--- src/rtl/game_round_ctrl.sv ---
// game_round_ctrl: round sequencer for the seven-segment game timer.
// Runs MAX_ROUNDS countdown rounds of ROUND_SECS seconds each and divides clk
// by TICK_DIV to produce the 1-second tick. It also edge-detects the start and
// pause buttons and keeps the BCD seconds and BCD score that feed the digit mux.
//
// Optional build macro: GAME_ROUND_AUTO_ADVANCE_EN
//   defined   - TIMEOUT goes straight to LOAD for the next round, so no GAP wait
//   undefined - GAP waits for a start rise before loading the next round
module game_round_ctrl #(
    parameter int unsigned TICK_DIV   = 100_000_000,
    parameter int unsigned ROUND_SECS = 10,
    parameter int unsigned MAX_ROUNDS = 3
) (
    input  logic        clk,
    input  logic        rst,
    input  logic        start,
    input  logic        pause,
    input  logic        hit,
    output logic [15:0] disp_val,
    output logic [3:0]  round,
    output logic [2:0]  state,
    output logic        tick,
    output logic        round_done,
    output logic        game_over
);

    // ------------------------------------------------------------------
    // Derived constants
    // ------------------------------------------------------------------
    localparam int unsigned        PRESC_W    = $clog2(TICK_DIV);
    localparam logic [PRESC_W-1:0] PRESC_LAST = PRESC_W'(TICK_DIV - 1);
    localparam logic [PRESC_W-1:0] PRESC_ONE  = PRESC_W'(1);
    localparam logic [7:0]         SECS_INIT  = {4'(ROUND_SECS / 10), 4'(ROUND_SECS % 10)};
    localparam logic [3:0]         ROUND_LAST = 4'(MAX_ROUNDS);
    localparam logic [7:0]         SCORE_MAX  = 8'h99;

    // The encoding is visible on the state port, so it is fixed explicitly.
    typedef enum logic [2:0] {
        S_IDLE    = 3'd0,
        S_LOAD    = 3'd1,
        S_RUN     = 3'd2,
        S_PAUSE   = 3'd3,
        S_TIMEOUT = 3'd4,
        S_GAP     = 3'd5,
        S_OVER    = 3'd6
    } state_t;

    // ------------------------------------------------------------------
    // Registers
    // ------------------------------------------------------------------
    state_t             state_q,      state_d;
    logic [7:0]         secs_q,       secs_d;        // {tens, ones} BCD
    logic [7:0]         score_q,      score_d;       // {tens, ones} BCD
    logic [3:0]         round_q,      round_d;
    logic [PRESC_W-1:0] presc_q,      presc_d;
    logic               start_q,      start_d;       // previous start level
    logic               pause_q,      pause_d;       // previous pause level
    logic               tick_q,       tick_d;
    logic               round_done_q, round_done_d;
    logic               game_over_q,  game_over_d;

    logic start_rise;
    logic pause_rise;
    logic presc_last;
    logic final_tick;

    // ------------------------------------------------------------------
    // BCD helpers
    // ------------------------------------------------------------------
    // Two-digit BCD decrement; callers never pass 00.
    function automatic logic [7:0] bcd_dec(input logic [7:0] v);
        logic [7:0] r;
        if (v[3:0] == 4'd0) begin
            r = {v[7:4] - 4'd1, 4'd9};
        end else begin
            r = {v[7:4], v[3:0] - 4'd1};
        end
        return r;
    endfunction

    // Two-digit BCD increment that holds at 99.
    function automatic logic [7:0] bcd_inc_sat(input logic [7:0] v);
        logic [7:0] r;
        if (v == SCORE_MAX) begin
            r = v;
        end else if (v[3:0] == 4'd9) begin
            r = {v[7:4] + 4'd1, 4'd0};
        end else begin
            r = {v[7:4], v[3:0] + 4'd1};
        end
        return r;
    endfunction

    // ------------------------------------------------------------------
    // Edge detect and tick qualifiers
    // ------------------------------------------------------------------
    assign start_rise = start & ~start_q;
    assign pause_rise = pause & ~pause_q;
    assign presc_last = (presc_q == PRESC_LAST);
    assign final_tick = presc_last && (secs_q == 8'h01);

    // ------------------------------------------------------------------
    // State register
    // ------------------------------------------------------------------
    // Hold the FSM state; synchronous reset to IDLE.
    always_ff @(posedge clk) begin
        // NOTE: sequential state always uses non-blocking (<=) so every flop
        // samples its pre-edge inputs regardless of statement order.
        if (rst) begin
            state_q <= S_IDLE;
        end else begin
            state_q <= state_d;
        end
    end

    // Hold the datapath and the registered output pulses.
    always_ff @(posedge clk) begin
        if (rst) begin
            secs_q       <= SECS_INIT;
            score_q      <= 8'h00;
            round_q      <= 4'd1;
            presc_q      <= '0;
            // Held buttons must not look like a fresh press once rst drops.
            start_q      <= 1'b1;
            pause_q      <= 1'b1;
            tick_q       <= 1'b0;
            round_done_q <= 1'b0;
            game_over_q  <= 1'b0;
        end else begin
            secs_q       <= secs_d;
            score_q      <= score_d;
            round_q      <= round_d;
            presc_q      <= presc_d;
            start_q      <= start_d;
            pause_q      <= pause_d;
            tick_q       <= tick_d;
            round_done_q <= round_done_d;
            game_over_q  <= game_over_d;
        end
    end

    // ------------------------------------------------------------------
    // Next-state and datapath logic
    // ------------------------------------------------------------------
    // Compute the FSM transition and every register update for this cycle.
    always_comb begin
        // NOTE: every signal written below gets its hold/default value first,
        // so no branch can leave one unassigned and infer a latch.
        state_d      = state_q;
        secs_d       = secs_q;
        score_d      = score_q;
        round_d      = round_q;
        presc_d      = presc_q;
        start_d      = start;
        pause_d      = pause;
        tick_d       = 1'b0;
        round_done_d = 1'b0;
        game_over_d  = 1'b0;

        unique case (state_q)
            S_IDLE: begin
                if (start_rise) begin
                    state_d = S_LOAD;
                end
            end

            S_LOAD: begin
                secs_d  = SECS_INIT;
                presc_d = '0;
                state_d = S_RUN;
            end

            S_RUN: begin
                // A hit in the final-tick cycle still scores.
                if (hit) begin
                    score_d = bcd_inc_sat(score_q);
                end
                if (presc_last) begin
                    presc_d = '0;
                    tick_d  = 1'b1;
                    secs_d  = bcd_dec(secs_q);
                end else begin
                    presc_d = presc_q + PRESC_ONE;
                end
                // The final tick outranks a simultaneous pause press.
                if (final_tick) begin
                    state_d = S_TIMEOUT;
                end else if (pause_rise) begin
                    state_d = S_PAUSE;
                end
            end

            S_PAUSE: begin
                // Prescaler and seconds stay frozen; start and hit are ignored.
                if (pause_rise) begin
                    state_d = S_RUN;
                end
            end

            S_TIMEOUT: begin
                if (round_q == ROUND_LAST) begin
                    state_d = S_OVER;
                end else begin
                    round_d = round_q + 4'd1;
`ifdef GAME_ROUND_AUTO_ADVANCE_EN
                    state_d = S_LOAD;
`else
                    state_d = S_GAP;
`endif
                end
            end

            S_GAP: begin
                if (start_rise) begin
                    state_d = S_LOAD;
                end
            end

            S_OVER: begin
                if (start_rise) begin
                    state_d = S_IDLE;
                    score_d = 8'h00;
                    round_d = 4'd1;
                    secs_d  = SECS_INIT;
                end
            end

            default: begin
                state_d = S_IDLE;
            end
        endcase

        // Status outputs are registered copies of the state being entered,
        // which keeps them aligned with the state port.
        round_done_d = (state_d == S_TIMEOUT);
        game_over_d  = (state_d == S_OVER);
    end

    // ------------------------------------------------------------------
    // Outputs
    // ------------------------------------------------------------------
    assign disp_val   = {secs_q, score_q};
    assign round      = round_q;
    assign state      = state_q;
    assign tick       = tick_q;
    assign round_done = round_done_q;
    assign game_over  = game_over_q;

    // ------------------------------------------------------------------
    // Invariants
    // ------------------------------------------------------------------
    secs_is_bcd_a: assert property (@(posedge clk) disable iff (rst)
        (secs_q[3:0] <= 4'd9) && (secs_q[7:4] <= 4'd9));

    score_is_bcd_a: assert property (@(posedge clk) disable iff (rst)
        (score_q[3:0] <= 4'd9) && (score_q[7:4] <= 4'd9));

    round_in_range_a: assert property (@(posedge clk) disable iff (rst)
        (round_q >= 4'd1) && (round_q <= ROUND_LAST));

endmodule

--- config.mk ---
export PLATFORM = sky130hd
export DESIGN_NAME = game_round_ctrl
export DESIGN_NICKNAME = d
export VERILOG_FILES = /design/src/rtl/game_round_ctrl.sv
export SDC_FILE = /design/constraint.sdc
export NUM_CORES = 1
export LEC_CHECK = 0
export ABC_AREA = 1
export CORE_ASPECT_RATIO = 0.5
export CORE_MARGIN = 5
export CORE_UTILIZATION = 50
export DETAILED_ROUTE_END_ITERATION = 6
export GPL_ROUTABILITY_DRIVEN = 0
export MAX_ROUTING_LAYER = met4
export PLACE_DENSITY = 0.71
export SYNTH_ARGS = -nofsm -noshare
export SYNTH_HDL_FRONTEND = slang
export SYNTH_SLANG_ARGS = --single-unit
export TNS_END_PERCENT = 1
--- constraint.sdc ---
create_clock -name clk -period 1.79 [get_ports clk]
set_input_delay 0.537 -clock clk [delete_from_list [all_inputs] [get_ports clk]]
set_output_delay 0.537 -clock clk [all_outputs]
set_load 0.01 [all_outputs]
# After elaboration in Yosys (flattened, before gate mapping)
# Cells that the tools add are included.
# Widths: inputs -> output; s select.
[totals] register_bits=55 word_cells=79
[classes] n_addsub=6 eq_ne=20 mux=22 n_bitwise=5 reduce_logical=14
[op_table] cell="$mux 8" count=7
[op_table] cell="$pmux 27 s2" count=1
[op_table] cell="$add 27x1->27 const B" count=1
[op_table] cell="$eq 27x27->1 const B" count=1
[op_table] cell="$mux 27" count=1
[op_table] cell="$pmux 8 s3" count=1
[op_table] cell="$pmux 3 s6" count=1
[op_table] cell="$pmux 8 s2" count=1
[op_table] cell="$eq 3x3->1 const B" count=5
[op_table] cell="$mux 3" count=5
[op_table] cell="$ne 2x2->1 const B" count=7
[op_table] cell="$add 4x1->4 const B" count=3
[op_table] cell="$eq 8x1->1 const B" count=1
[op_table] cell="$eq 8x8->1 const B" count=1
[op_table] cell="$mux 4" count=2
[op_table] cell="$pmux 4 s2" count=1
[op_table] cell="$reduce_and 4->1" count=2
[op_table] cell="$sub 4x1->4 const B" count=2
[op_table] cell="$eq 3x2->1 const B" count=2
[op_table] cell="$reduce_and 3->1" count=2
[op_table] cell="$reduce_bool 2->1" count=3
[op_table] cell="$reduce_and 5->1" count=1
[op_table] cell="$eq 4x2->1 const B" count=1
[op_table] cell="$eq 4x4->1 const B" count=1
[op_table] cell="10 further kinds" count=14

# Logic depth before layout (Yosys ltp)
# Gate-level depths: netlist of run 1.
[logic_depth] ltp_word=6 depth_mapped=11 depth_no_buf=11

# Worst setup path before layout of run 1
# OpenSTA, ideal clock, no wires.
[synth_timing] path_kind="flip-flop to flip-flop" from="register presc_q[1]" to="register presc_q[7]" setup_ns=0.132 arrival_ns=1.440 required_time_ns=1.658 slack_ns=0.218 path_stages_with_launch=12 path_cell_list="dfxtp_1 > ha_1 > nand2_2 > nor2_2 > nand2_2 > nor2_4 > nand2_4 > nand2_8 > inv_2 > buf_6 > nand3_1 > a21oi_1"
[synth_via] elab_chain_len=3 elab_cells_between_ends=4 cone_classes="add/sub (1); eq/ne (1); mux (2)"
[synth_rtl] item="start: declaration" line="55" text="logic [PRESC_W-1:0] presc_q, presc_d;"
[synth_rtl] item="start signal: assignment" line="133" text="presc_q <= presc_d;"
[synth_rtl] item="$add 27x1->27 or $eq 27x27->1 (tied branches)" line="183, 99"
[synth_rtl] item="$mux 27 (*)" line="178" text="if (presc_last) begin"
[synth_rtl] item="$pmux 27 s2 (*)" line="160" text="unique case (state_q)"
# Every way passes the cells marked *; elsewhere a longest branch is shown, timed or not.
# A chain may end at the register's enable or synchronous reset.

# Worst setup path in the final report of run 1
[layout_timing] from="register secs_q[7]" to="output disp_val[15]"
[layout_lines] item="start: declaration" line="52" text="logic [7:0] secs_q, secs_d;"
[layout_lines] item="start signal: assignment" line="130" text="secs_q <= secs_d;"
[layout_lines] item="end: declaration" line="19" text="output logic [15:0] disp_val,"
# No word-level cell between the ends.

==> results of run 1 <==
-- cell type report --
class                           count  area share [%]
Clock buffer                        6            3.13
Clock inverter                      2            1.46
Inverter                           63            5.79
Multi-Input combinational cell    384            47.1
Sequential cell                    55            27.1
Tap cell                           92            2.79
Timing Repair Buffer               54            12.6
-- synthesized netlist by cell type, types with 4 or more instances --
cell                       count
sky130_fd_sc_hd__nand2_1     145
sky130_fd_sc_hd__nor2_1       62
sky130_fd_sc_hd__inv_1        58
sky130_fd_sc_hd__dfxtp_1      55
sky130_fd_sc_hd__a21oi_1      39
sky130_fd_sc_hd__nand3_1      36
sky130_fd_sc_hd__nand4_1      13
sky130_fd_sc_hd__o21ai_0      13
sky130_fd_sc_hd__ha_1         11
sky130_fd_sc_hd__xor2_1        9
sky130_fd_sc_hd__nor3_1        8
sky130_fd_sc_hd__nand2_2       7
sky130_fd_sc_hd__nor2_2        6
sky130_fd_sc_hd__clkbuf_1      4
sky130_fd_sc_hd__inv_2         4
sky130_fd_sc_hd__nor2_4        4
-- state kept, by name (all words and copies together) (netlist names) --
name / count
presc_q: 27
secs_q: 8
score_q: 8
start_q: 1
state: 3
round_done: 1
round: 4
tick: 1
pause_q: 1
game_over: 1
-- per-stage QoR --
step,power (mW),setup WS (ns),setup TNS [ns],utilization [%],std cells
4_1_cts,2.74,0.000779,0,61.8,656
3_5_place_dp,1.48,-0.259,-3.47,58.9,648
6_report,2.73,0.0505,0,62.5,656
3_3_place_gp,1.48,-0.217,-3.24,58.9,648
2_1_floorplan,1.40,0.218,0,-,512
5_1_grt,2.81,0.00586,0,62.5,656
-- worst paths after layout --
check	from	end	slack, ns	cells past startpoint
setup / recovery	secs_q[7]$_SDFFE_PP0P_	disp_val[15]	0.05	1
hold / removal	secs_q[5]$_SDFFE_PP0P_	secs_q[5]$_SDFFE_PP0P_	0.48	2
setup reg to reg	presc_q[0]$_SDFFE_PP0P_	round_done$_SDFF_PP0_	0.16	10
hold reg to reg	secs_q[5]$_SDFFE_PP0P_	secs_q[5]$_SDFFE_PP0P_	0.48	2
-- report_power, final --
part           switching (mW)  internal, mW
logic                   0.120        0.0788
clock network           0.474         0.804
registers              0.0139          1.24
-- per-layer routing --
layer,part of all wire (%),wire (µm),up-vias
met5,0,0,-
met4,1.3,107,0
met3,4.6,367,9
met2,45,3590,58
met1,49,3950,1487
li1,-,-,1736
-- cell families (layout without fill, tap and decap cells) --
group / after synthesis / count (layout) / synth area share [%]
xor+xnor: 11 / 11 / 2.88
simple gates: 297 / 297 / 40.2
fa+ha+maj: 11 / 11 / 4.12
buf+inv: 73 / 125 / 9.14
compound gates: 65 / 65 / 10.7
flops: 55 / 55 / 33.0
-- what timing repair did --
item                                   in CTS  in global routing
setup endpoints to repair                  12                 30
buffers inserted                            0                  0
endpoints found under the hold margin       0                  0
gates resized for setup                    14                 21
pin swaps                                   0                  2
==> impl_results.html, run 1 <==
<table>
<tr><th>Metric</th><th>Value</th></tr>
<tr><th colspan="2">Global route</th></tr>
<tr><td>Pin count of the biggest net entering global routing</td><td>19</td></tr>
<tr><td>Wire length of the first global-routing pass</td><td>13.5 mm</td></tr>
<tr><td>Global-route usage over all layers</td><td>20.1%</td></tr>
<tr><td>Global-route layer with the greatest usage</td><td>met2</td></tr>
<tr><td>Antenna violations before repair</td><td>0</td></tr>
<tr><td>GR met3 Demand/Resource</td><td>3.55%</td></tr>
<tr><td>Via count of the first global-routing pass</td><td>3004</td></tr>
<tr><td>Met2 Resource Use GR</td><td>33.1%</td></tr>
<tr><td>Met1 usage</td><td>25.6%</td></tr>
<tr><td>Leftover overflow at the end of global routing</td><td>0</td></tr>
<tr><th colspan="2">Yosys</th></tr>
<tr><td>Cell Area, Synth</td><td>3340 µm²</td></tr>
<tr><td>Number of warnings printed during yosys synthesis</td><td>0</td></tr>
<tr><td>Count of distinct cell types in the synthesized netlist</td><td>39</td></tr>
<tr><td>Count of flip-flops with a built-in enable after synthesis</td><td>0</td></tr>
<tr><td>Async set-or-reset flop fraction in the synthesized netlist</td><td>0%</td></tr>
<tr><td>Synth area leader</td><td>sky130_fd_sc_hd__dfxtp_1</td></tr>
<tr><td>Share of the synthesized area in the top cell type</td><td>33.0%</td></tr>
<tr><td>Syn Inst Count</td><td>512</td></tr>
<tr><td>Sequential area share after synthesis</td><td>33.0%</td></tr>
<tr><td>Synthesized netlist net count</td><td>528</td></tr>
<tr><td>Synthesized area divided by synthesized cell count</td><td>6.52 µm²</td></tr>
<tr><td>Most used DFF post-synth</td><td>sky130_fd_sc_hd__dfxtp_1</td></tr>
<tr><td>#FFs+latches synth</td><td>55</td></tr>
<tr><td>Most area-consuming cells after synthesis</td><td>sky130_fd_sc_hd__dfxtp_1 (33%), sky130_fd_sc_hd__nand2_1 (16%), sky130_fd_sc_hd__nor2_1 (7.0%)</td></tr>
<tr><th colspan="2">Clock network</th></tr>
<tr><td>Clk slew on worst S/H paths</td><td>0.07 ns</td></tr>
<tr><td>Number of sinks on the clock net</td><td>55</td></tr>
<tr><td>Clk Tree Root Cell</td><td>sky130_fd_sc_hd__clkbuf_16</td></tr>
<tr><td>Clock Tree Buf Depth</td><td>2</td></tr>
<tr><td>Clock latency on the worst-skew pair</td><td>0.30 ns</td></tr>
<tr><td>Count of hold buffers inserted by post-cts repair</td><td>0</td></tr>
<tr><td>H-tree depth reported by CTS</td><td>2</td></tr>
<tr><td>CTS tree</td><td>yes</td></tr>
<tr><td>Clock buffer count from CTS</td><td>5</td></tr>
<tr><th colspan="2">Placement</th></tr>
<tr><td>Total of buffers placed on input and output ports</td><td>30</td></tr>
<tr><td>Cell area reported after detailed placement</td><td>3880 µm²</td></tr>
<tr><td>HPWL reported at the end of detailed placement</td><td>5.86 mm</td></tr>
<tr><th colspan="2">Setup path</th></tr>
<tr><td>Sequence of cells on the critical path</td><td>clkdlybuf4s50_1</td></tr>
<tr><td>Crit path max fanout</td><td>3</td></tr>
<tr><td>Kind of end point of the critical path</td><td>primary output</td></tr>
<tr><td>Delay contributed by the slowest stage of the critical path</td><td>0.55 ns</td></tr>
<tr><td>Arrival time worst endpoint</td><td>1.20 ns</td></tr>
<tr><td>Required time reported for the critical path endpoint</td><td>1.25 ns</td></tr>
<tr><td>CP Launch Type</td><td>flip-flop</td></tr>
<tr><td>Critical path's top delay family</td><td>buffers and inverters</td></tr>
<tr><td>Combined buffer and inverter count along the critical path</td><td>1</td></tr>
<tr><td>Slowest-stage cell, CP</td><td>sky130_fd_sc_hd__clkdlybuf4s50_1</td></tr>
<tr><td>Crit Path Class</td><td>reg2out</td></tr>
<tr><th colspan="2">Die</th></tr>
<tr><td>Starting density of the core</td><td>50.7%</td></tr>
<tr><td>Die boundary width</td><td>126 µm</td></tr>
<tr><td>Placement Rows</td><td>21</td></tr>
<tr><td>DIE AREA</td><td>8520 µm²</td></tr>
<tr><td>Number of top-level design ports</td><td>31</td></tr>
<tr><td>DIE HEIGHT</td><td>67.8 µm</td></tr>
<tr><td>Area of the core region</td><td>6600 µm²</td></tr>
<tr><th colspan="2">Final layout</th></tr>
<tr><td>Total area of sequential cells</td><td>1120 µm²</td></tr>
<tr><td>Share of layout cells above drive strength 1</td><td>14.4%</td></tr>
<tr><td>Number of filler cells placed in the layout</td><td>622</td></tr>
<tr><td>Top library cells by usage in the layout, fill and taps aside</td><td>sky130_fd_sc_hd__nand2_1 (145), sky130_fd_sc_hd__nor2_1 (59), sky130_fd_sc_hd__inv_1 (58)</td></tr>
<tr><td>Area of the multi-input gates</td><td>1940 µm²</td></tr>
<tr><td># nets final</td><td>579</td></tr>
<tr><td>P&amp;R area growth vs syn</td><td>23.4%</td></tr>
<tr><td>Area of all placed cells without fillers</td><td>4120 µm²</td></tr>
<tr><td>Number of diodes added for antenna fixing</td><td>0</td></tr>
<tr><td>Commonest non-fill, non-tap cell in the layout</td><td>sky130_fd_sc_hd__nand2_1</td></tr>
<tr><th colspan="2">Run status</th></tr>
<tr><td>Status</td><td>completed</td></tr>
<tr><th colspan="2">Min path</th></tr>
<tr><td>Tightest Hold Check Type</td><td>reg2reg</td></tr>
<tr><th colspan="2">Timing</th></tr>
<tr><td>Final setup vio count</td><td>0</td></tr>
<tr><td>Share of the clock period used by the worst path</td><td>97.2%</td></tr>
<tr><td>Final Hold Slack</td><td>0.483 ns</td></tr>
<tr><td>Relative slew slack</td><td>80.1%</td></tr>
<tr><td>Clock skew after layout</td><td>0.00686 ns</td></tr>
<tr><td>Total count of max-transition violations in the final report</td><td>0</td></tr>
<tr><td>Post-route minimum period</td><td>1.74 ns</td></tr>
<tr><td>Unrepaired setup endpoints after global routing</td><td>no</td></tr>
<tr><td>Fmax</td><td>575 MHz</td></tr>
<tr><td>Hold violation count in the final report</td><td>0</td></tr>
<tr><td>Worst-margin pin slew</td><td>0.297 ns</td></tr>
<tr><th colspan="2">Detailed routing</th></tr>
<tr><td>Number of optimization iterations in the first detailed-route pass</td><td>4</td></tr>
<tr><td>Via density</td><td>5.02</td></tr>
<tr><td>Detailed-route via count</td><td>3290</td></tr>
<tr><td>Total length of routed wires</td><td>8.02 mm</td></tr>
<tr><td>Remaining number of nets flagged by the antenna check after routing</td><td>0</td></tr>
<tr><td>Average wire length per cell after detail routing</td><td>12.2 µm</td></tr>
<tr><td># DRC</td><td>0</td></tr>
<tr><td>First-iteration detailed-routing DRC count</td><td>240</td></tr>
<tr><th colspan="2">Run</th></tr>
<tr><td>Max-cap check violation count</td><td>0</td></tr>
<tr><th colspan="2">Power</th></tr>
<tr><td>Cell Pwr Density</td><td>661 nW/µm²</td></tr>
<tr><td>Max VDD drop</td><td>0.000420 V</td></tr>
<tr><td>P_leak</td><td>1.88 nW</td></tr>
</table>
No activity file was read; power rests on OpenSTA's default activity.
==> run 2: changes to the inputs <==
--- a/config.mk
+++ b/config.mk
@@ -12,7 +12,7 @@
 export DETAILED_ROUTE_END_ITERATION = 6
 export GPL_ROUTABILITY_DRIVEN = 0
 export MAX_ROUTING_LAYER = met4
-export PLACE_DENSITY = 0.71
+export PLACE_DENSITY = 0.8
 export SYNTH_ARGS = -nofsm -noshare
 export SYNTH_HDL_FRONTEND = slang
 export SYNTH_SLANG_ARGS = --single-unit
==> impl_results.html, run 2 (synthesis gave the netlist of run 1 again) <==
<table>
<tr><th>Metric</th><th>Value</th></tr>
<tr><th colspan="2">Run status</th></tr>
<tr><td>Status</td><td>completed</td></tr>
<tr><th colspan="2">Setup path</th></tr>
<tr><td>Crit Path Class</td><td>reg2out</td></tr>
<tr><td>Critical path's top delay family</td><td>buffers and inverters</td></tr>
<tr><td>Combined buffer and inverter count along the critical path</td><td>1 (unchanged)</td></tr>
<tr><td>Crit path max fanout</td><td>5 (+2)</td></tr>
<tr><td>Required time reported for the critical path endpoint</td><td>1.25 ns (about the same)</td></tr>
<tr><td>Timing startpoint of the critical path</td><td>secs_q[6]$_SDFFE_PP0P_</td></tr>
<tr><td>Capture point of the worst reg-to-reg path</td><td>score_q[2]$_SDFFE_PP0P_</td></tr>
<tr><td>Delay contributed by the slowest stage of the critical path</td><td>0.55 ns (about the same)</td></tr>
<tr><td>Slowest-stage cell, CP</td><td>sky130_fd_sc_hd__clkdlybuf4s50_1</td></tr>
<tr><td>Kind of end point of the critical path</td><td>primary output</td></tr>
<tr><td>Sequence of cells on the critical path</td><td>clkdlybuf4s50_1</td></tr>
<tr><td>R2R setup slack</td><td>0.14 ns (-0.02 ns)</td></tr>
<tr><td>Start of the worst register-to-register path</td><td>state[1]$_SDFF_PP0_</td></tr>
<tr><td>CP Launch Type</td><td>flip-flop</td></tr>
<tr><td>Arrival time worst endpoint</td><td>1.22 ns (+0.02 ns)</td></tr>
<tr><td>Reg2reg path depth</td><td>9 (-1)</td></tr>
<tr><th colspan="2">Min path</th></tr>
<tr><td>Worst Hold End</td><td>secs_q[5]$_SDFFE_PP0P_</td></tr>
<tr><td>Hold depth</td><td>2 (unchanged)</td></tr>
<tr><td>Hold Crit Start</td><td>secs_q[5]$_SDFFE_PP0P_</td></tr>
<tr><td>Tightest Hold Check Type</td><td>reg2reg</td></tr>
<tr><th colspan="2">Clock network</th></tr>
<tr><td>Clock latency on the worst-skew pair</td><td>0.30 ns (about the same)</td></tr>
<tr><td>H-tree depth reported by CTS</td><td>2 (unchanged)</td></tr>
<tr><td>Clock Tree Buf Depth</td><td>2 (unchanged)</td></tr>
<tr><td>Post-CTS setup buffers</td><td>0 (unchanged)</td></tr>
<tr><td>Clock buffer count from CTS</td><td>5 (unchanged)</td></tr>
<tr><td>Number of sinks on the clock net</td><td>55 (unchanged)</td></tr>
<tr><td>Clk slew on worst S/H paths</td><td>0.08 ns (about the same)</td></tr>
<tr><td>Clk Tree Root Cell</td><td>sky130_fd_sc_hd__clkbuf_16</td></tr>
<tr><td>CTS tree</td><td>yes</td></tr>
<tr><th colspan="2">Die</th></tr>
<tr><td>Placement Rows</td><td>21 (unchanged)</td></tr>
<tr><td>Number of top-level design ports</td><td>31 (unchanged)</td></tr>
<tr><td>DIE AREA</td><td>8520 µm² (unchanged)</td></tr>
<tr><td>DIE HEIGHT</td><td>67.8 µm (unchanged)</td></tr>
<tr><td>Area of the core region</td><td>6600 µm² (unchanged)</td></tr>
<tr><td>Die boundary width</td><td>126 µm (unchanged)</td></tr>
<tr><td>Starting density of the core</td><td>50.7% (unchanged)</td></tr>
<tr><th colspan="2">Final layout</th></tr>
<tr><td>Commonest non-fill, non-tap cell in the layout</td><td>sky130_fd_sc_hd__nand2_1</td></tr>
<tr><td># nets final</td><td>578 (-0.17%)</td></tr>
<tr><td>Max reg flops</td><td>27 (unchanged)</td></tr>
<tr><td>Register containing the most flip-flops in the final layout</td><td>presc_q</td></tr>
<tr><td>Number of diodes added for antenna fixing</td><td>0 (unchanged)</td></tr>
<tr><td>Share of layout cells above drive strength 1</td><td>14.7% (+0.38 points)</td></tr>
<tr><td>Largest registers ranked by flip-flop count</td><td>presc_q x27, score_q x8, secs_q x8</td></tr>
<tr><td>Final Instance Count excl. Fillers</td><td>655 (-0.15%)</td></tr>
<tr><td>P&amp;R area growth vs syn</td><td>23.4% (unchanged)</td></tr>
<tr><td>Top library cells by usage in the layout, fill and taps aside</td><td>sky130_fd_sc_hd__nand2_1 (145), sky130_fd_sc_hd__nor2_1 (60), sky130_fd_sc_hd__inv_1 (58)</td></tr>
<tr><td>Post-layout utilization of the core</td><td>62.5% (unchanged)</td></tr>
<tr><td>Number of filler cells placed in the layout</td><td>560 (-10%)</td></tr>
<tr><td>Total area of sequential cells</td><td>1120 µm² (+0.22%)</td></tr>
<tr><td>Area of the multi-input gates</td><td>1970 µm² (+1.1%)</td></tr>
<tr><th colspan="2">Timing</th></tr>
<tr><td>Unrepaired setup endpoints after global routing</td><td>no</td></tr>
<tr><td>Hold violation count in the final report</td><td>0 (unchanged)</td></tr>
<tr><td>Post-route minimum period</td><td>1.75 ns (+0.0130 ns)</td></tr>
<tr><td>Final setup vio count</td><td>0 (unchanged)</td></tr>
<tr><td>Share of the clock period used by the worst path</td><td>97.9% (+0.73 points)</td></tr>
<tr><td>Final Hold Slack</td><td>0.492 ns (+0.00914 ns)</td></tr>
<tr><td>Clock skew after layout</td><td>0.00590 ns (-0.000961 ns)</td></tr>
<tr><td>Relative slew slack</td><td>81.3% (+1.2 points)</td></tr>
<tr><td>Setup slack after layout</td><td>0.0375 ns (-0.0130 ns)</td></tr>
<tr><td>Worst-margin pin slew</td><td>0.279 ns (-0.0178 ns)</td></tr>
<tr><td>Fmax</td><td>571 MHz (-0.74%)</td></tr>
<tr><td>Total count of max-transition violations in the final report</td><td>0 (unchanged)</td></tr>
<tr><th colspan="2">Power</th></tr>
<tr><td>Pwr Total</td><td>2.62 mW (-3.8%)</td></tr>
<tr><td>Max VDD drop</td><td>0.000593 V (+41%)</td></tr>
<tr><td>Cell Pwr Density</td><td>636 nW/µm² (-3.8%)</td></tr>
<tr><td>P_leak</td><td>1.87 nW (-0.66%)</td></tr>
<tr><th colspan="2">Global route</th></tr>
<tr><td>Via count of the first global-routing pass</td><td>3188 (+6.1%)</td></tr>
<tr><td>Antenna violations before repair</td><td>0 (unchanged)</td></tr>
<tr><td>Global-route usage over all layers</td><td>20.9% (+0.78 points)</td></tr>
<tr><td>Wire length of the first global-routing pass</td><td>14.2 mm (+5.0%)</td></tr>
<tr><td>Pin count of the biggest net entering global routing</td><td>30 (+11)</td></tr>
<tr><td>Leftover overflow at the end of global routing</td><td>0 (unchanged)</td></tr>
<tr><th colspan="2">Detailed routing</th></tr>
<tr><td>Average wire length per cell after detail routing</td><td>12.8 µm (+4.6%)</td></tr>
<tr><td>Total length of routed wires</td><td>8.38 mm (+4.4%)</td></tr>
<tr><td>First-iteration detailed-routing DRC count</td><td>211 (-12%)</td></tr>
<tr><td># DRC</td><td>0 (unchanged)</td></tr>
<tr><td>Detailed-route via count</td><td>3407 (+3.6%)</td></tr>
<tr><td>Via density</td><td>5.20 (+3.7%)</td></tr>
<tr><td>Number of optimization iterations in the first detailed-route pass</td><td>4 (unchanged)</td></tr>
<tr><td>Remaining number of nets flagged by the antenna check after routing</td><td>0 (unchanged)</td></tr>
<tr><th colspan="2">Placement</th></tr>
<tr><td>Total of buffers placed on input and output ports</td><td>30 (unchanged)</td></tr>
<tr><td>Pre-CTS worst setup slack</td><td>-0.250 ns (+0.00865 ns)</td></tr>
<tr><td>HPWL reported at the end of detailed placement</td><td>5.91 mm (+0.88%)</td></tr>
<tr><td>Dpl cells</td><td>647 (-0.15%)</td></tr>
<tr><th colspan="2">Run</th></tr>
<tr><td>Max-cap check violation count</td><td>0 (unchanged)</td></tr>
</table>
run 2: cell types whose count changed in the layout (fill, tap and decap cells not counted), sizes merged:
cell / before / now
clkbuf: 6 / 5
buf: 24 / 23
clkinv: 0 / 1
bufinv: 2 / 1
inv: 63 / 64
run 2: how the worst max path moves through the flow:
stage | to | slack [ns] | depth (start not counted)
floorplan | presc_q[7]$_SDFFE_PP0P_ | 0.22 | 11
global placement | score_q[3]$_SDFFE_PP0P_ | -0.22 | 9
detailed placement | score_q[2]$_SDFFE_PP0P_ | -0.25 | 9
CTS | state[2] | 0.003 | 1
global route | round[3]$_SDFFE_PP0P_ | 0.002 | 8
finish | disp_val[14] | 0.04 | 1
run 2: area by class of cell:
type	count	area share [%]
Multi-Input combinational cell	384	47.7
Sequential cell	55	27.2
Timing Repair Buffer	53	12.4
Inverter	63	5.79
Clock buffer	5	3.03
Tap cell	92	2.79
Clock inverter	3	1.15
run 2: worst register-to-register path, delay by kind of cell (launching register included):
family / cells / cell delay [ns]
AND/OR/NAND/NOR: 6 / 0.76
flip-flops: 1 / 0.39
buffers and inverters: 2 / 0.30
AO/OA/AOI/OAI: 1 / 0.16
run 2: routing by layer:
metal | wire (µm) | vias to the layer above | GRT usage [%]
met5 | 0 | - | -
met4 | 104 | 0 | 6.76
met3 | 468 | 10 | 3.40
met2 | 3880 | 94 | 35.2
met1 | 3920 | 1566 | 26.0
li1 | - | 1737 | -
run 2: what timing repair did:
action,4_1_cts,5_1_grt
hold buffers,0,0
endpoints found under the setup margin,13,39
resized for setup,15,24
pin swaps,0,1
run 2: report_power, final:
group	switching [mW]	internal, mW
clock	0.501	0.670
combinational	0.124	0.0790
sequential	0.0140	1.23
run 2: stage by stage:
stage	TNS [ns]	area, µm²
6_report	0	4120
4_1_cts	0	4060
3_5_place_dp	-3.08	3870
3_3_place_gp	-2.81	3870
2_1_floorplan	0	3340
5_1_grt	0	4120
==> run 3: changes to the inputs <==
--- a/config.mk
+++ b/config.mk
@@ -5,7 +5,6 @@
 export SDC_FILE = /design/constraint.sdc
 export NUM_CORES = 1
 export LEC_CHECK = 0
-export ABC_AREA = 1
 export CORE_ASPECT_RATIO = 0.5
 export CORE_MARGIN = 5
 export CORE_UTILIZATION = 50
==> impl_results.html, run 3 <==
<table>
<tr><th>Metric</th><th>Value</th></tr>
<tr><th colspan="2">Run status</th></tr>
<tr><td>Status</td><td>finished, violations left</td></tr>
<tr><td>Violated checks</td><td>setup timing</td></tr>
<tr><th colspan="2">Final layout</th></tr>
<tr><td>Number of diodes added for antenna fixing</td><td>0 (unchanged)</td></tr>
<tr><td># nets final</td><td>490 (-15%)</td></tr>
<tr><td>Area of all placed cells without fillers</td><td>4440 µm² (+7.7%)</td></tr>
<tr><td>Register containing the most flip-flops in the final layout</td><td>presc_q</td></tr>
<tr><td>Max reg flops</td><td>27 (unchanged)</td></tr>
<tr><td>Share of layout cells above drive strength 1</td><td>32.8% (+18 points)</td></tr>
<tr><td>Number of filler cells placed in the layout</td><td>417 (-26%)</td></tr>
<tr><td>Commonest non-fill, non-tap cell in the layout</td><td>sky130_fd_sc_hd__buf_4</td></tr>
<tr><td>P&amp;R area growth vs syn</td><td>42.1%</td></tr>
<tr><td>Final Instance Count excl. Fillers</td><td>563 (-14%)</td></tr>
<tr><td>Largest registers ranked by flip-flop count</td><td>presc_q x27, score_q x8, secs_q x8</td></tr>
<tr><td>Top library cells by usage in the layout, fill and taps aside</td><td>sky130_fd_sc_hd__buf_4 (80), sky130_fd_sc_hd__dfxtp_1 (38), sky130_fd_sc_hd__nand2_1 (35)</td></tr>
<tr><th colspan="2">Global route</th></tr>
<tr><td>Leftover overflow at the end of global routing</td><td>0 (unchanged)</td></tr>
<tr><td>Wire length of the first global-routing pass</td><td>15.2 mm (+6.8%)</td></tr>
<tr><td>Global-route usage over all layers</td><td>23.8% (+2.9 points)</td></tr>
<tr><td>Antenna violations before repair</td><td>0 (unchanged)</td></tr>
<tr><td>Via count of the first global-routing pass</td><td>3245 (+1.8%)</td></tr>
<tr><td>Pin count of the biggest net entering global routing</td><td>18 (-40%)</td></tr>
<tr><th colspan="2">Min path</th></tr>
<tr><td>Hold Crit Start</td><td>presc_q[15]$_SDFFE_PP0P_</td></tr>
<tr><td>Tightest Hold Check Type</td><td>reg2reg</td></tr>
<tr><th colspan="2">Die</th></tr>
<tr><td>Number of top-level design ports</td><td>31 (unchanged)</td></tr>
<tr><td>Placement Rows</td><td>20 (-4.8%)</td></tr>
<tr><td>Area of the core region</td><td>6060 µm² (-8.2%)</td></tr>
<tr><td>Die boundary width</td><td>122 µm (-3.0%)</td></tr>
<tr><td>DIE HEIGHT</td><td>65.9 µm (-2.8%)</td></tr>
<tr><td>Starting density of the core</td><td>51.6% (+0.98 points)</td></tr>
<tr><td>DIE AREA</td><td>8030 µm² (-5.7%)</td></tr>
<tr><th colspan="2">Setup path</th></tr>
<tr><td>R2R setup slack</td><td>-0.06 ns (-0.20 ns)</td></tr>
<tr><td>Delay contributed by the slowest stage of the critical path</td><td>0.56 ns (about the same)</td></tr>
<tr><td>Timing startpoint of the critical path</td><td>score_q[1]$_SDFFE_PP0P_</td></tr>
<tr><td>Arrival time worst endpoint</td><td>2.05 ns (+0.83 ns)</td></tr>
<tr><td>Kind of end point of the critical path</td><td>flip-flop</td></tr>
<tr><td>CP Launch Type</td><td>flip-flop</td></tr>
<tr><td>Slowest-stage cell, CP</td><td>sky130_fd_sc_hd__or4_4</td></tr>
<tr><td>Start of the worst register-to-register path</td><td>score_q[1]$_SDFFE_PP0P_</td></tr>
<tr><td>Crit path max fanout</td><td>5 (unchanged)</td></tr>
<tr><td>Required time reported for the critical path endpoint</td><td>1.99 ns (+0.74 ns)</td></tr>
<tr><td>Sequence of cells on the critical path</td><td>inv_4 &gt; ha_1 &gt; nand3b_1 &gt; or4_4 &gt; and3_4 &gt; buf_6 &gt; a2111oi_4</td></tr>
<tr><td>Crit Path Class</td><td>reg2reg</td></tr>
<tr><th colspan="2">Timing</th></tr>
<tr><td>Setup slack after layout</td><td>-0.0617 ns (-0.0992 ns)</td></tr>
<tr><td>Total Neg Setup Slack</td><td>-0.191 ns (-0.191 ns)</td></tr>
<tr><td>Hold violation count in the final report</td><td>0 (unchanged)</td></tr>
<tr><td>Unrepaired setup endpoints after global routing</td><td>yes</td></tr>
<tr><td>Clock skew after layout</td><td>0.00769 ns (+0.00179 ns)</td></tr>
<tr><td>Fmax</td><td>540 MHz (-5.4%)</td></tr>
<tr><td>Total count of max-transition violations in the final report</td><td>0 (unchanged)</td></tr>
<tr><td>Final setup vio count</td><td>8 (+8)</td></tr>
<tr><td>Post-route minimum period</td><td>1.85 ns (+0.0992 ns)</td></tr>
<tr><td>Worst-margin pin slew</td><td>0.559 ns (+0.281 ns)</td></tr>
<tr><td>Relative slew slack</td><td>62.6% (-19 points)</td></tr>
<tr><td>Share of the clock period used by the worst path</td><td>103% (+5.5 points)</td></tr>
<tr><th colspan="2">Yosys</th></tr>
<tr><td>Most used DFF post-synth</td><td>sky130_fd_sc_hd__dfxtp_1</td></tr>
<tr><td>Synthesized area divided by synthesized cell count</td><td>8.45 µm² (+30%)</td></tr>
<tr><td>Synth area leader</td><td>sky130_fd_sc_hd__dfxtp_1</td></tr>
<tr><td>Syn Inst Count</td><td>370 (-28%)</td></tr>
<tr><td>Commonest cells post-synth</td><td>sky130_fd_sc_hd__dfxtp_1 (55), sky130_fd_sc_hd__nand2_1 (36), sky130_fd_sc_hd__nor2_1 (27)</td></tr>
<tr><td>Count of flip-flops with a built-in enable after synthesis</td><td>0 (unchanged)</td></tr>
<tr><td>Sequential area share after synthesis</td><td>35.2% (+2.3 points)</td></tr>
<tr><td>Dominant cell by count in the synthesized netlist</td><td>sky130_fd_sc_hd__dfxtp_1</td></tr>
<tr><td>Count of distinct cell types in the synthesized netlist</td><td>66 (+69%)</td></tr>
<tr><td>Number of warnings printed during yosys synthesis</td><td>0 (unchanged)</td></tr>
<tr><td>Synthesized netlist net count</td><td>386 (-27%)</td></tr>
<tr><td>Cell Area, Synth</td><td>3130 µm² (-6.4%)</td></tr>
<tr><td>Share of the synthesized area in the top cell type</td><td>35.2% (+2.3 points)</td></tr>
<tr><td>#FFs+latches synth</td><td>55 (unchanged)</td></tr>
<tr><td>Async set-or-reset flop fraction in the synthesized netlist</td><td>0% (unchanged)</td></tr>
<tr><td>Most area-consuming cells after synthesis</td><td>sky130_fd_sc_hd__dfxtp_1 (35%), sky130_fd_sc_hd__ha_1 (4.4%), sky130_fd_sc_hd__nand2_1 (4.3%)</td></tr>
<tr><th colspan="2">Detailed routing</th></tr>
<tr><td>Remaining number of nets flagged by the antenna check after routing</td><td>0 (unchanged)</td></tr>
<tr><td># DRC</td><td>0 (unchanged)</td></tr>
<tr><td>Number of optimization iterations in the first detailed-route pass</td><td>5 (+1)</td></tr>
<tr><td>Average wire length per cell after detail routing</td><td>17.6 µm (+37%)</td></tr>
<tr><td>Detailed-route via count</td><td>3419 (+0.35%)</td></tr>
<tr><td>Via density</td><td>6.07 (+17%)</td></tr>
<tr><td>First-iteration detailed-routing DRC count</td><td>313 (+48%)</td></tr>
<tr><td>Total length of routed wires</td><td>9.90 mm (+18%)</td></tr>
<tr><th colspan="2">Placement</th></tr>
<tr><td>HPWL reported at the end of detailed placement</td><td>6.57 mm (+11%)</td></tr>
<tr><td>Pre-CTS worst setup slack</td><td>-0.432 ns (-0.182 ns)</td></tr>
<tr><td>Dpl cells</td><td>546 (-16%)</td></tr>
<tr><td>Total of buffers placed on input and output ports</td><td>30 (unchanged)</td></tr>
<tr><td>Cell area reported after detailed placement</td><td>4040 µm² (+4.3%)</td></tr>
<tr><th colspan="2">Power</th></tr>
<tr><td>Max VDD drop</td><td>0.000368 V (-38%)</td></tr>
<tr><td>P_leak</td><td>1.96 nW (+5.0%)</td></tr>
<tr><td>Int Pwr</td><td>1.84 mW (-7.0%)</td></tr>
<tr><td>Relative contribution of sequential cells to total power</td><td>51.0% (+3.4 points)</td></tr>
<tr><td>Cell Pwr Density</td><td>550 nW/µm² (-13%)</td></tr>
<tr><td>Sw Pwr</td><td>602 µW (-5.8%)</td></tr>
<tr><td>Pwr Total</td><td>2.44 mW (-6.7%)</td></tr>
<tr><td>Sw Ratio</td><td>24.6% (+0.23 points)</td></tr>
<tr><td>Clock network fraction of total power</td><td>40.4% (-4.3 points)</td></tr>
<tr><td>Portion of total power attributed to combinational logic</td><td>8.7% (+1.0 points)</td></tr>
<tr><th colspan="2">Clock network</th></tr>
<tr><td>Clk slew on worst S/H paths</td><td>0.07 ns (about the same)</td></tr>
<tr><td>Clock buffer count from CTS</td><td>5 (unchanged)</td></tr>
<tr><td>Clock latency on the worst-skew pair</td><td>0.30 ns (about the same)</td></tr>
<tr><td>CTS tree</td><td>yes</td></tr>
<tr><td>Clk Tree Root Cell</td><td>sky130_fd_sc_hd__clkbuf_16</td></tr>
<tr><td>Number of sinks on the clock net</td><td>55 (unchanged)</td></tr>
<tr><td>Clock Tree Buf Depth</td><td>2 (unchanged)</td></tr>
<tr><td>H-tree depth reported by CTS</td><td>2 (unchanged)</td></tr>
<tr><th colspan="2">Run</th></tr>
<tr><td>Max-cap check violation count</td><td>0 (unchanged)</td></tr>
</table>
run 3: cell types whose count changed in the layout (fill, tap and decap cells not counted), sizes merged, moves of 16 or more:
cell / before / now
a21oi: 39 / 23
buf: 23 / 85
inv: 64 / 14
nand3: 38 / 19
nor2: 72 / 28
nand2: 156 / 37
run 3: logic make-up (layout without fill, tap and decap cells):
| kind of cell | after synthesis | after routing | share of synthesized area, % |
|---|---|---|---|
| AO/OA/AOI/OAI | 95 | 95 | 20.2 |
| AND/OR/NAND/NOR | 163 | 163 | 30.8 |
| adder cells (fa/ha/maj) | 11 | 11 | 4.40 |
| buffers and inverters | 32 | 137 | 5.36 |
| XOR/XNOR | 11 | 11 | 3.08 |
| multiplexers | 3 | 3 | 0.960 |
| flip-flops | 55 | 55 | 35.2 |
run 3: routing by layer:
metal	global-route usage [%]	up-vias	part of all wire, %
met5	-	-	0
met4	6.56	0	2.9
met3	4.53	43	6.7
met1	27.8	1620	40
li1	-	1580	-
met2	42.4	176	51
run 3: path summary, 6_finish.rpt:
kind / end / depth (start not counted)
setup / recovery: score_q[1]$_SDFFE_PP0P_ / 7
hold / removal: presc_q[15]$_SDFFE_PP0P_ / 1
setup reg to reg: score_q[1]$_SDFFE_PP0P_ / 7
hold reg to reg: presc_q[15]$_SDFFE_PP0P_ / 1
run 3: layout make-up:
cell class | instances | area, µm² | share of cell area, %
inverter | 14 | 55.1 | 1.24
clock inverter | 3 | 20.0 | 0.451
sequential | 55 | 1130 | 25.5
clock buffer | 5 | 125 | 2.82
timing repair buffer | 115 | 975 | 21.9
multi-input combinational | 283 | 2020 | 45.6
tap | 88 | 110 | 2.48
run 3: stage by stage:
| stage | utilization, % | hold slack [ns] |
|---|---|---|
| after floorplan | - | 0.433 |
| after global placement | 66.7 | 0.450 |
| after detailed placement | 66.7 | 0.473 |
| after CTS | 69.7 | 0.485 |
| after global routing | 73.3 | 0.499 |
| final | 73.3 | 0.479 |
run 3: repair_timing:
| action | 4_1_cts | 5_1_grt |
|---|---|---|
| setup endpoints to repair | 48 | 49 |
| hold buffers | 0 | 0 |
| pin swaps | 1 | 9 |
| setup buffers | 0 | 8 |
| gates cloned | 0 | 1 |
| resized for setup | 34 | 41 |
run 3: power groups by stage:
stage	Clock (mW)	Combinational, mW	Sequential (mW)
2_1_floorplan	0	0.0999	1.27
3_3_place_gp	0	0.182	1.27
3_5_place_dp	0	0.189	1.27
4_1_cts	0.990	0.192	1.24
5_1_grt	1.05	0.226	1.25
6_report	0.987	0.212	1.25
run 3: worst max-delay path, delay by kind of cell (launching register included):
| family | cells | cell delay (ns) |
|---|---|---|
| fa+ha+maj | 1 | 0.13 |
| flops | 1 | 0.37 |
| simple gates | 3 | 0.88 |
| buf+inv | 2 | 0.17 |
| compound gates | 1 | 0.18 |
